**config.mk**
```make
export PLATFORM = sky130hd
export DESIGN_NAME = timer_counter
export DESIGN_NICKNAME = d
export VERILOG_FILES = /design/src/rtl/timer_pkg.sv /design/src/rtl/timer_prescaler.sv /design/src/rtl/timer_counter.sv
export SDC_FILE = /design/constraint.sdc
export NUM_CORES = 1
export LEC_CHECK = 0
export BUFFER_PORTS_ARGS = -buffer_cell sky130_fd_sc_hd__buf_2
export CELL_PAD_IN_SITES_DETAIL_PLACEMENT = 1
export CELL_PAD_IN_SITES_GLOBAL_PLACEMENT = 1
export CORE_MARGIN = 5
export CORE_UTILIZATION = 41
export DETAILED_ROUTE_END_ITERATION = 10
export PLACE_DENSITY_LB_ADDON = 0.05
export SYNTH_ARGS = -nofsm -noshare
export SYNTH_HDL_FRONTEND = slang
export SYNTH_SLANG_ARGS = --single-unit
export TNS_END_PERCENT = 100
```
**constraint.sdc**
```tcl
create_clock -name sys_clk -period 3.35 [get_ports sys_clk]
set_clock_uncertainty 0.2 [all_clocks]
set_input_delay 0.67 -clock sys_clk [delete_from_list [all_inputs] [get_ports sys_clk]]
set_output_delay 0.67 -clock sys_clk [all_outputs]
set_load 0.1 [all_outputs]
```
**src/rtl/timer_pkg.sv**
```systemverilog
// rtl/timer_pkg.sv - shared constants and prescale limit helper for the APB timer
package timer_pkg;

    localparam logic [1:0] WR_SEL_NONE = 2'b00;
    localparam logic [1:0] WR_SEL_TDR0 = 2'b01;
    localparam logic [1:0] WR_SEL_TDR1 = 2'b10;

    localparam int DIV_VAL_MAX = 8;

    localparam logic [7:0] ADDR_TCR  = 8'h00;
    localparam logic [7:0] ADDR_TDR0 = 8'h04;
    localparam logic [7:0] ADDR_TDR1 = 8'h08;
    localparam logic [7:0] ADDR_TCMP0 = 8'h0C;
    localparam logic [7:0] ADDR_TCMP1 = 8'h10;
    localparam logic [7:0] ADDR_TIER = 8'h14;
    localparam logic [7:0] ADDR_TISR = 8'h18;

    // Prescale limit 2^div_val - 1; exponents above the maximum saturate at the maximum.
    function automatic logic [7:0] div_limit(input logic [7:0] dv);
        logic [3:0] expo;
        logic [8:0] span;
        expo = (dv > 8'(DIV_VAL_MAX)) ? 4'(DIV_VAL_MAX) : dv[3:0];
        span = (9'd1 << expo) - 9'd1;
        return span[7:0];
    endfunction

endpackage

```
**src/rtl/timer_prescaler.sv**
```systemverilog
// rtl/timer_prescaler.sv - power-of-two prescaler producing the counter tick
module timer_prescaler
    import timer_pkg::*;
#(
    parameter int DIV_W = 4
) (
    input  logic             sys_clk,
    input  logic             sys_rst_n,
    input  logic             act,
    input  logic             div_en,
    input  logic [DIV_W-1:0] div_val,
    input  logic             clr,
    output logic             tick
);

    logic [7:0] div_cnt;
    logic [7:0] limit;
    logic       at_limit;

    assign limit    = div_limit(8'(div_val));
    assign at_limit = (div_cnt == limit);

    // Without the prescaler every active cycle ticks; with it only the limit cycle does.
    assign tick = act & (~div_en | at_limit);

    // Phase counter: cleared on clear or bypass, advanced only while active, frozen otherwise.
    always_ff @(posedge sys_clk or negedge sys_rst_n) begin
        if (!sys_rst_n) begin
            div_cnt <= 8'd0;
        end else if (clr || !div_en) begin
            div_cnt <= 8'd0;
        end else if (act) begin
            div_cnt <= at_limit ? 8'd0 : div_cnt + 8'd1;
        end
    end

endmodule

```
**src/rtl/timer_counter.sv**
```systemverilog
// rtl/timer_counter.sv - 64-bit timer count stage with prescaler, halt and half loads
module timer_counter
    import timer_pkg::*;
#(
    parameter int CNT_W = 64,
    parameter int DIV_W = 4
) (
    input  logic             sys_clk,
    input  logic             sys_rst_n,
    input  logic             timer_en,
    input  logic             div_en,
    input  logic [DIV_W-1:0] div_val,
    input  logic             halt_req,
    input  logic             timer_en_out,
    input  logic [1:0]       wr_sel,
    input  logic [31:0]      wdt,
    output logic [CNT_W-1:0] cnt,
    output logic             cnt_tick
);

    logic act;
    logic wr_lo;
    logic wr_hi;
    logic wr_any;
    logic clr;
    logic tick;

    assign act    = timer_en & ~halt_req;
    assign wr_lo  = (wr_sel == WR_SEL_TDR0);
    assign wr_hi  = (wr_sel == WR_SEL_TDR1);
    assign wr_any = wr_lo | wr_hi;
    // A software load outranks the clear, so the prescaler phase survives a load cycle.
    assign clr    = timer_en_out & ~wr_any;

    timer_prescaler #(
        .DIV_W(DIV_W)
    ) u_prescaler (
        .sys_clk  (sys_clk),
        .sys_rst_n(sys_rst_n),
        .act      (act),
        .div_en   (div_en),
        .div_val  (div_val),
        .clr      (clr),
        .tick     (tick)
    );

    // Counter update in priority order: low load, high load, clear, increment, hold.
    always_ff @(posedge sys_clk or negedge sys_rst_n) begin
        if (!sys_rst_n) begin
            cnt <= '0;
        end else if (wr_lo) begin
            cnt[31:0] <= wdt;
        end else if (wr_hi) begin
            cnt[CNT_W-1:32] <= (CNT_W-32)'(wdt);
        end else if (timer_en_out) begin
            cnt <= '0;
        end else if (tick) begin
            cnt <= cnt + CNT_W'(1);
        end
    end

    // Tick pulse marks a cycle whose increment actually landed in the counter.
    always_ff @(posedge sys_clk or negedge sys_rst_n) begin
        if (!sys_rst_n) begin
            cnt_tick <= 1'b0;
        end else begin
            cnt_tick <= tick & ~wr_any & ~timer_en_out;
        end
    end

endmodule

```
# == Yosys cells after proc, flatten, opt, wreduce, memory -nomap -nowiden ==
# Cells that the tools add are included.
# classes
bitwise,12
n_lt_le_gt_ge,1
eq_ne,4
addsub,3
shift,1
reduce_logical,7
n_mux,9
# ops
cell,n
$mux 64,2
$mux 32,3
$add 64x1->64 const B,1
$mux 8,3
$add 8x1->8 const B,1
$eq 8x8->1,1
$shl 1x4->8 const A,1
$sub 8x1->8 const B,1
$reduce_bool 3->1,2
$and 1x1->1,5
$not 1->1,5
$gt 4x4->1 const B,1
$mux 4,1
$reduce_and 2->1,2
$eq 2x1->1 const B,1
$eq 2x2->1 const B,1
$ne 2x2->1 const B,1
$or 1x1->1,2
$reduce_bool 2->1,1
$logic_not 1->1,1
$logic_or 1x1->1,1
# totals
input_bits,44
regBits,73
word_cells,41
output_inout_bits,65

# == Logic depth before layout (Yosys ltp) ==
# Gate-level depths: netlist of the first run.
# depth
word_depth,11
ltp_mapped,12
depth_no_buf,10

# == Hierarchy ==
# A second synthesis of the first run with hierarchy kept.
# unflattened
hier_cells,652
area_unflattened_um2,5106.1
# modules_own_cells
mod,area_per_inst_um2,seq_area_each_um2,n_inst,cells_each
timer_counter,4403.0,1626.6,1,571
timer_prescaler,703.2,200.2,1,81

# == Worst setup path before layout of the first run ==
# OpenSTA, ideal clock, no wires.
# synth_timing
kind,input -> register
start,input port div_val[0]
end,register cnt[50]
required_ps,3041
t_arrival_ps,2919
setup_slack_ps,122
stages,12
setup_ps,109
path_buffers,2
cell_sequence,buf_2 -> nor2_1 -> nand2_1 -> ha_1 -> or4b_1 -> o21ai_1 -> a32oi_1 -> and4_4 -> o31ai_4 -> buf_4 -> o21ai_1 -> o311ai_1
# synth_between
elab_chain_len,9
# synth_lines
item,line,text
"start, declared",timer_counter.sv:12,"input logic [DIV_W-1:0] div_val,"
$gt 4x4->1,timer_pkg.sv:22,expo = (dv > 8'(DIV_VAL_MAX)) ? 4'(DIV_VAL_MAX) : dv[3:0];
$mux 4 (*),timer_pkg.sv:22,
$shl 1x4->8 (*),timer_pkg.sv:23,span = (9'd1 << expo) - 9'd1;
$sub 8x1->8 (*),timer_pkg.sv:23,
$eq 8x8->1 (*),timer_prescaler.sv:21,assign at_limit = (div_cnt == limit);
$or 1x1->1 (*),timer_prescaler.sv:24,assign tick = act & (~div_en | at_limit);
$and 1x1->1 (*),timer_prescaler.sv:24,
$reduce_bool 3->1 (no line) (*),-,
$reduce_and 2->1 (no line) (*),-,
"end signal, assigned by index",timer_counter.sv:54,cnt[CNT_W-1:32] <= (CNT_W-32)'(wdt);
"end signal, assigned",timer_counter.sv:58,cnt <= cnt + CNT_W'(1);
"end, declared",timer_counter.sv:17,"output logic [CNT_W-1:0] cnt,"
# Every way passes the cells marked *; elsewhere a longest branch is shown, timed or not.
# A chain may end at the register's enable or synchronous reset.

# == Final worst setup path of the first run ==
# layout_timing
start,input port div_val[1]
end,register u_prescaler.div_cnt[5]
# layout_between
elab_chain_len,8
# layout_lines
item,line,text
$gt 4x4->1,timer_pkg.sv:22,
$mux 4 (*),timer_pkg.sv:22,
$shl 1x4->8 (*),timer_pkg.sv:23,
$sub 8x1->8 (*),timer_pkg.sv:23,
$eq 8x8->1 (*),timer_prescaler.sv:21,
$mux 8 (*),timer_prescaler.sv:33,div_cnt <= at_limit ? 8'd0 : div_cnt + 8'd1;
$mux 8 (*),timer_prescaler.sv:32,end else if (act) begin
$mux 8 (*),timer_prescaler.sv:30,end else if (clr || !div_en) begin
"end signal, assigned",timer_prescaler.sv:33,
"end, declared",timer_prescaler.sv:16,logic [7:0] div_cnt;
# Every way passes the cells marked *; elsewhere a longest branch is shown, timed or not. The select of a mux whose other input is x is not followed.

==> reports/metrics.cfg, run 1 <==
[sta]
setup_ws_ns=0.312
rsz0062_at_grt=no
finalHoldViolCount=0
max_freq_mhz=329
setup-tns-final_ns=0
layout_min_cycle_time_ns=3.04
worst_pin_slew_ns=1.03
setup_viol_count_final=0
post-route-period-util=0.907
maxSlewViolCount=0
relSlewSlack=0.315

[floorplanning]
fp.dieH_um=121
coreArea_mm2=0.0121
die-area_mm2=0.0147
initial_core_util=0.419
io_pins=109
fp.dieW_um=121
rows=40

[placed_design]
dpl-instance-area_mm2=0.00590
dpl.hpwl_um=15400
gp_congestion=0.895
post-place-ws_ns=-0.0343
port-buffer-count=108
placed_cells=897

[global_routing]
grtUsageMet2=0.458
top_usage_layer=met2
grtUsageMet3=0.0364
grtUsageTotal=0.284
antenna_found_initial=0
grt_pass1_wl_um=32800
grt_start_max_net_pins=74
grt_util_met1=0.392
grt_overflow_total=0
first_global_vias=5776

[critical_path]
cp_top_family=simple AND/OR/NAND/NOR gates
criticalPathCategory=in2reg
critPathBufInv=1
worstPathArrival_ns=3.12
cp_slowest_stage_delay_ns=0.51
worstPathCellList=buf_2, nor2_1, nand2_1, ha_1, or4b_1, o21ai_1, a32oi_1, and4_4, nand3b_1, nor4_1, a21o_1
cp-end-kind=flip-flop
cp.required_ns=3.44
rrSetupSlack_ns=0.42
cp_slowest_cell=or4b_1
crit_fanout=12
cp-start-kind=input pin

[synth]
synth_nets=676
postSynthAreaPerCell_um2=8.08
synth_most_common_cell=nand2_1
synth_common_cells=88 x nand2_1, 73 x dfrtp_1, 48 x nor2_1
ys_top_cells_by_area=dfrtp_1 36%, nand2_1 6.5%, nand3_1 4.5%, o21ai_1 4.2%, o311ai_1 3.8%
synth_top_family_by_area=simple AND/OR/NAND/NOR gates
synth_area_mm2=0.00506
synth-edff-count=0
synth_seq_cells=73
synth_top_area_share=0.361
yosysTopAreaCell=dfrtp_1
synth_adder_area_share=0.0148
synthSimpleGateAreaFrac=0.318
seq_area_frac_synth=0.361
async_reset_ff_frac=1.00
synthXorXnorAreaFrac=0.0121
synth_warnings=0
synth.distinct_cells=63
synth_compound_area_frac=0.251
netlist_instances=626
synth.area.mux_share=0.00198
synthFlopType=dfrtp_1

[clock_network]
ctsResizeCount=0
cts_root_buf=clkbuf_16
cts_tree=yes
numCtsBuffers=9
hold_buffers=0
cts_setup_buffers=0
htree_levels=3
clkSinkCount=73
clk_pin_slew_ns=0.06
cts_buffer_depth=2
clk-insertion-delay-late_ns=0.35

[finish]
fin_area_mm2=0.00626
antennaDiodeCount=0
area_growth_syn_to_layout_pct=23.8
layout.cells.non_filler=913
layout.nets=790
drive_above_1_share=0.236

[power_and_ir_drop]
power.total_uw=3690
power_leakage_uw=0.00262
power-per-cell-area_mw_per_mm2=589
ir_drop_mv=0.318

[route]
drtPass1Iterations=5
wl_per_cell_um=22.5
first_iter_violations=467
wl_um=20600
num_vias=5739
drc=0
via_per_inst=6.29
ant_nets=0

[hold_path]
hold_path_class=in2async

[status]
status=completed

[run]
maxCapViolCount=0

## stage by stage
step                hold slack (ns)  utilization
floorplan                     0.174            -
global placement              0.327        0.489
detailed placement            0.331        0.489
CTS                           0.329        0.519
global route                  0.366        0.519
finish                        0.270        0.519
## placed cells by master, fill, tap and decap left out, types with 16 or more instances in the layout
cell type	netlist	layout
a21oi_1	26	26
a31oi_1	16	16
and3_1	16	16
buf_2	12	107
buf_4	5	29
dfrtp_1	73	73
nand2_1	88	88
nand3_1	45	45
nand4_1	16	16
nor2_1	48	48
o21ai_0	24	24
o21ai_1	42	42
o311ai_1	22	22
## registers in the layout, indices dropped and copies added, names as in the netlist
register             cells
cnt                     64
cnt_tick                 1
u_prescaler.div_cnt      8
## cells by family (layout without fill, tap and decap cells)
family / Yosys count / after routing
simple gates: 303 / 303
compound gates: 190 / 190
mux: 1 / 1
xor+xnor: 7 / 7
buf+inv: 46 / 165
fa+ha+maj: 6 / 6
flops: 73 / 73
## where the power goes
group          switching, uW  internal (uW)
registers                178            987
clock network            413            789
logic                   1080            239
total                   1670           2020
## worst reg2reg max path: stages, from the launching register on
cell      delay, ns
dfrtp_1        0.47
ha_1           0.28
nand3_1        0.23
nor2_1         0.27
nand3_2        0.27
nor4_2         0.57
a21oi_1        0.13
a221oi_1       0.22
o21ai_0        0.16
## metal layers
metal  routed length (um)  vias to the layer above
li1                     -                     2607
met1                 9310                     2910
met2                 9700                      181
met3                  971                       41
met4                  584                        0
met5                    0                        -
## area by class of cell
type,instances,area [um^2]
sequential,73,1830
clock buffer,12,267
fill,1516,5800
inverter,11,41.3
timing repair buffer,138,793
clock inverter,4,97.6
multi-input combinational,507,3030
tap,168,210
## worst paths after layout
kind / from / endpoint / depth (start not counted)
worst max-delay path: div_val[1] / u_prescaler.div_cnt[5] / 11
worst min-delay path: sys_rst_n / cnt[12] / 1
worst max register to register: cnt[0] / cnt[62] / 8
worst min register to register: cnt[47] / cnt[47] / 1
max in group asynchronous: sys_rst_n / cnt[61] / 1
min in group sys_clk: cnt[47] / cnt[47] / 1
No activity file was read; power rests on OpenSTA's default activity.
==> run 2: changes to the inputs <==
--- a/config.mk
+++ b/config.mk
@@ -9,10 +9,11 @@
 export CELL_PAD_IN_SITES_DETAIL_PLACEMENT = 1
 export CELL_PAD_IN_SITES_GLOBAL_PLACEMENT = 1
 export CORE_MARGIN = 5
-export CORE_UTILIZATION = 41
+export CORE_UTILIZATION = 40
 export DETAILED_ROUTE_END_ITERATION = 10
 export PLACE_DENSITY_LB_ADDON = 0.05
 export SYNTH_ARGS = -nofsm -noshare
 export SYNTH_HDL_FRONTEND = slang
+export SYNTH_HIERARCHICAL = 1
 export SYNTH_SLANG_ARGS = --single-unit
 export TNS_END_PERCENT = 100
==> reports/metrics.cfg, run 2 <==
[route]
first_iter_violations=684  ; was 467
wl_per_cell_um=24.4  ; was 22.5 um
wl_um=23900  ; was 20600 um
drtPass1Iterations=5  ; unchanged
num_vias=6351  ; was 5739
via_per_inst=6.49  ; was 6.29
ant_nets=0  ; unchanged
drc=0  ; unchanged

[floorplanning]
fp.dieW_um=123  ; was 121 um
die-area_mm2=0.0151  ; was 0.0147 mm^2
coreArea_mm2=0.0126  ; was 0.0121 mm^2
initial_core_util=0.406  ; was 0.419
io_pins=109  ; unchanged
fp.dieH_um=123  ; was 121 um
rows=41  ; was 40

[global_routing]
grt_start_max_net_pins=74  ; unchanged
antenna_found_initial=1  ; was 0
first_global_vias=6258  ; was 5776
grt_overflow_total=0  ; unchanged
grt_pass1_wl_um=34900  ; was 32800 um
grtUsageTotal=0.300  ; was 0.284

[synth]
synth.distinct_cells=62  ; was 63
async_reset_ff_frac=1.00  ; unchanged
synth_warnings=6  ; was 0
netlist_instances=652  ; was 626
synth_top_area_share=0.358  ; was 0.361
synth_area_mm2=0.00511  ; was 0.00506 mm^2
synth_nets=702  ; was 676
synth-edff-count=0  ; unchanged
yosysTopAreaCell=dfrtp_1  ; unchanged
synth_common_cells=84 x o21ai_0, 73 x dfrtp_1, 62 x nand2_1  ; was 88 x nand2_1, 73 x dfrtp_1, 48 x nor2_1
synth_most_common_cell=o21ai_0  ; was nand2_1
ys_top_cells_by_area=dfrtp_1 36%, o21ai_0 8.2%, nand3_1 5.0%, nand2_1 4.6%, nor2_1 3.8%  ; was dfrtp_1 36%, nand2_1 6.5%, nand3_1 4.5%, o21ai_1 4.2%, o311ai_1 3.8%
synthFlopType=dfrtp_1  ; unchanged
synth_seq_cells=73  ; unchanged
postSynthAreaPerCell_um2=7.83  ; was 8.08 um^2
seq_area_frac_synth=0.358  ; was 0.361

[hold_path]
hold_path_class=in2async  ; unchanged

[sta]
maxSlewViolCount=0  ; unchanged
setup_viol_count_final=54  ; was 0
setup-tns-final_ns=-4.88  ; was 0 ns
post-route-period-util=1.06  ; was 0.907
finalHoldViolCount=0  ; unchanged
rsz0062_at_grt=yes  ; was no
worst_pin_slew_ns=1.04  ; was 1.03 ns
relSlewSlack=0.307  ; was 0.315
layout_min_cycle_time_ns=3.54  ; was 3.04 ns
max_freq_mhz=283  ; was 329 MHz
setup_ws_ns=-0.188  ; was 0.312 ns

[clock_network]
clkSinkCount=73  ; unchanged
hold_buffers=0  ; unchanged
clk-insertion-delay-late_ns=0.35  ; about the same
cts_root_buf=clkbuf_16  ; unchanged
numCtsBuffers=9  ; unchanged
cts_buffer_depth=2  ; unchanged
clk_pin_slew_ns=0.06  ; about the same
cts_tree=yes  ; unchanged
htree_levels=3  ; unchanged

[critical_path]
crit_fanout=6  ; was 12
cp.required_ns=3.44  ; about the same
criticalPathCategory=in2reg  ; unchanged
cp-end-kind=flip-flop  ; unchanged
worstPathArrival_ns=3.62  ; was 3.12 ns
cp-start-kind=input pin  ; unchanged

[power_and_ir_drop]
power-per-cell-area_mw_per_mm2=527  ; was 589 mW/mm^2
ir_drop_mv=0.365  ; was 0.318 mV
power_leakage_uw=0.00304  ; was 0.00262 uW

[placed_design]
dpl.hpwl_um=16100  ; was 15400 um
port-buffer-count=108  ; unchanged
dpl-instance-area_mm2=0.00616  ; was 0.00590 mm^2
gp_congestion=0.887  ; was 0.895

[finish]
area_growth_syn_to_layout_pct=42.5  ; was 23.8%
antennaDiodeCount=0  ; unchanged
drive_above_1_share=0.358  ; was 0.236
regMostFlops=cnt  ; unchanged
layout.nets=852  ; was 790
utilization=0.579  ; was 0.519
largest_reg_flops=64  ; unchanged
final_common_cell=buf_2  ; unchanged
fin_area_mm2=0.00728  ; was 0.00626 mm^2
top_regs=cnt x64, u_prescaler/div_cnt x8, cnt_tick x1  ; was cnt x64, u_prescaler.div_cnt x8, cnt_tick x1
layout_common_cells=104 x buf_2, 73 x dfrtp_1, 57 x nand2_1, 49 x nand3_1, 45 x nor2_1  ; was 107 x buf_2, 88 x nand2_1, 73 x dfrtp_1, 48 x nor2_1, 45 x nand3_1

[status]
violations=setup timing
status=finished with violations  ; was completed

[run]
maxCapViolCount=0  ; unchanged

[run 2: final timing paths]
| path | from | to | slack (ns) | cells past startpoint |
|---|---|---|---|---|
| max | div_val[3] | cnt[52] | -0.19 | 14 |
| min | sys_rst_n | cnt[58] | 0.28 | 1 |
| max reg2reg | cnt[11] | cnt[53] | 0.18 | 6 |
| min reg2reg | cnt[6] | cnt[6] | 0.38 | 2 |
| max in group asynchronous | sys_rst_n | cnt[55] | 1.97 | 1 |
| min in group sys_clk | wdt[3] | cnt[35] | 0.38 | 3 |
[run 2: worst max-delay path, cell delays in order]
cell and delay, ns:
buf_6 0.10, or4_4 0.55, ha_4 0.20, and2_4 0.14, o211ai_1 0.28, a211oi_4 0.13, nor4b_4 0.31, a21o_1 0.20
nor3_4 0.07, nor2_2 0.18, nand2_2 0.09, buf_12 0.14, or4_4 0.48, nand3_2 0.07
[run 2: what timing repair did]
action | in CTS | in global routing
gates cloned | 6 | 2
setup endpoints to repair | 61 | 64
resized for setup | 77 | 66
setup buffers | 11 | 10
pin swaps | 35 | 30
[run 2: cell type report]
type / instances / area, um^2
clock buffers: 14 / 284
flip-flops and latches: 73 / 1830
clock inverters: 2 / 10.0
inverters: 13 / 48.8
multi-input cells: 526 / 3540
well taps: 172 / 215
fillers: 1517 / 5290
repair buffers: 179 / 1350
[run 2: routing by layer]
layer / track usage / share of wire
met1: 0.396 / 0.42
met2: 0.493 / 0.49
met3: 0.0572 / 0.066
met4: 0.105 / 0.029
met5: 0 / 0.00054
[run 2: through the flow]
step                power [uW]  std cells  hold WS [ns]  worst slack (ns)
global placement          2620        939         0.337            -0.551
detailed placement        2650        939         0.347            -0.601
global route              3950        979         0.365            -0.267
finish                    3830        979         0.279            -0.188
CTS                       3730        972         0.349            -0.133
floorplan                 2280        652         0.174            -0.456
[run 2: logic make-up (layout without fill, tap and decap cells)]
group | after synthesis | count (layout) | share of synthesized area
buffers and inverters | 54 | 208 | 0.0439
AND/OR/NAND/NOR | 311 | 312 | 0.326
AO/OA/AOI/OAI | 199 | 199 | 0.242
adder cells (fa/ha/maj) | 6 | 6 | 0.0147
XOR/XNOR | 7 | 7 | 0.0120
flip-flops | 73 | 73 | 0.358
multiplexers | 2 | 2 | 0.00392
[run 2: power by group]
group | leakage, uW | switching [uW] | internal [uW]
clock network | 0.000149 | 399 | 581
logic | 0.00194 | 1260 | 384
registers | 0.000955 | 217 | 992
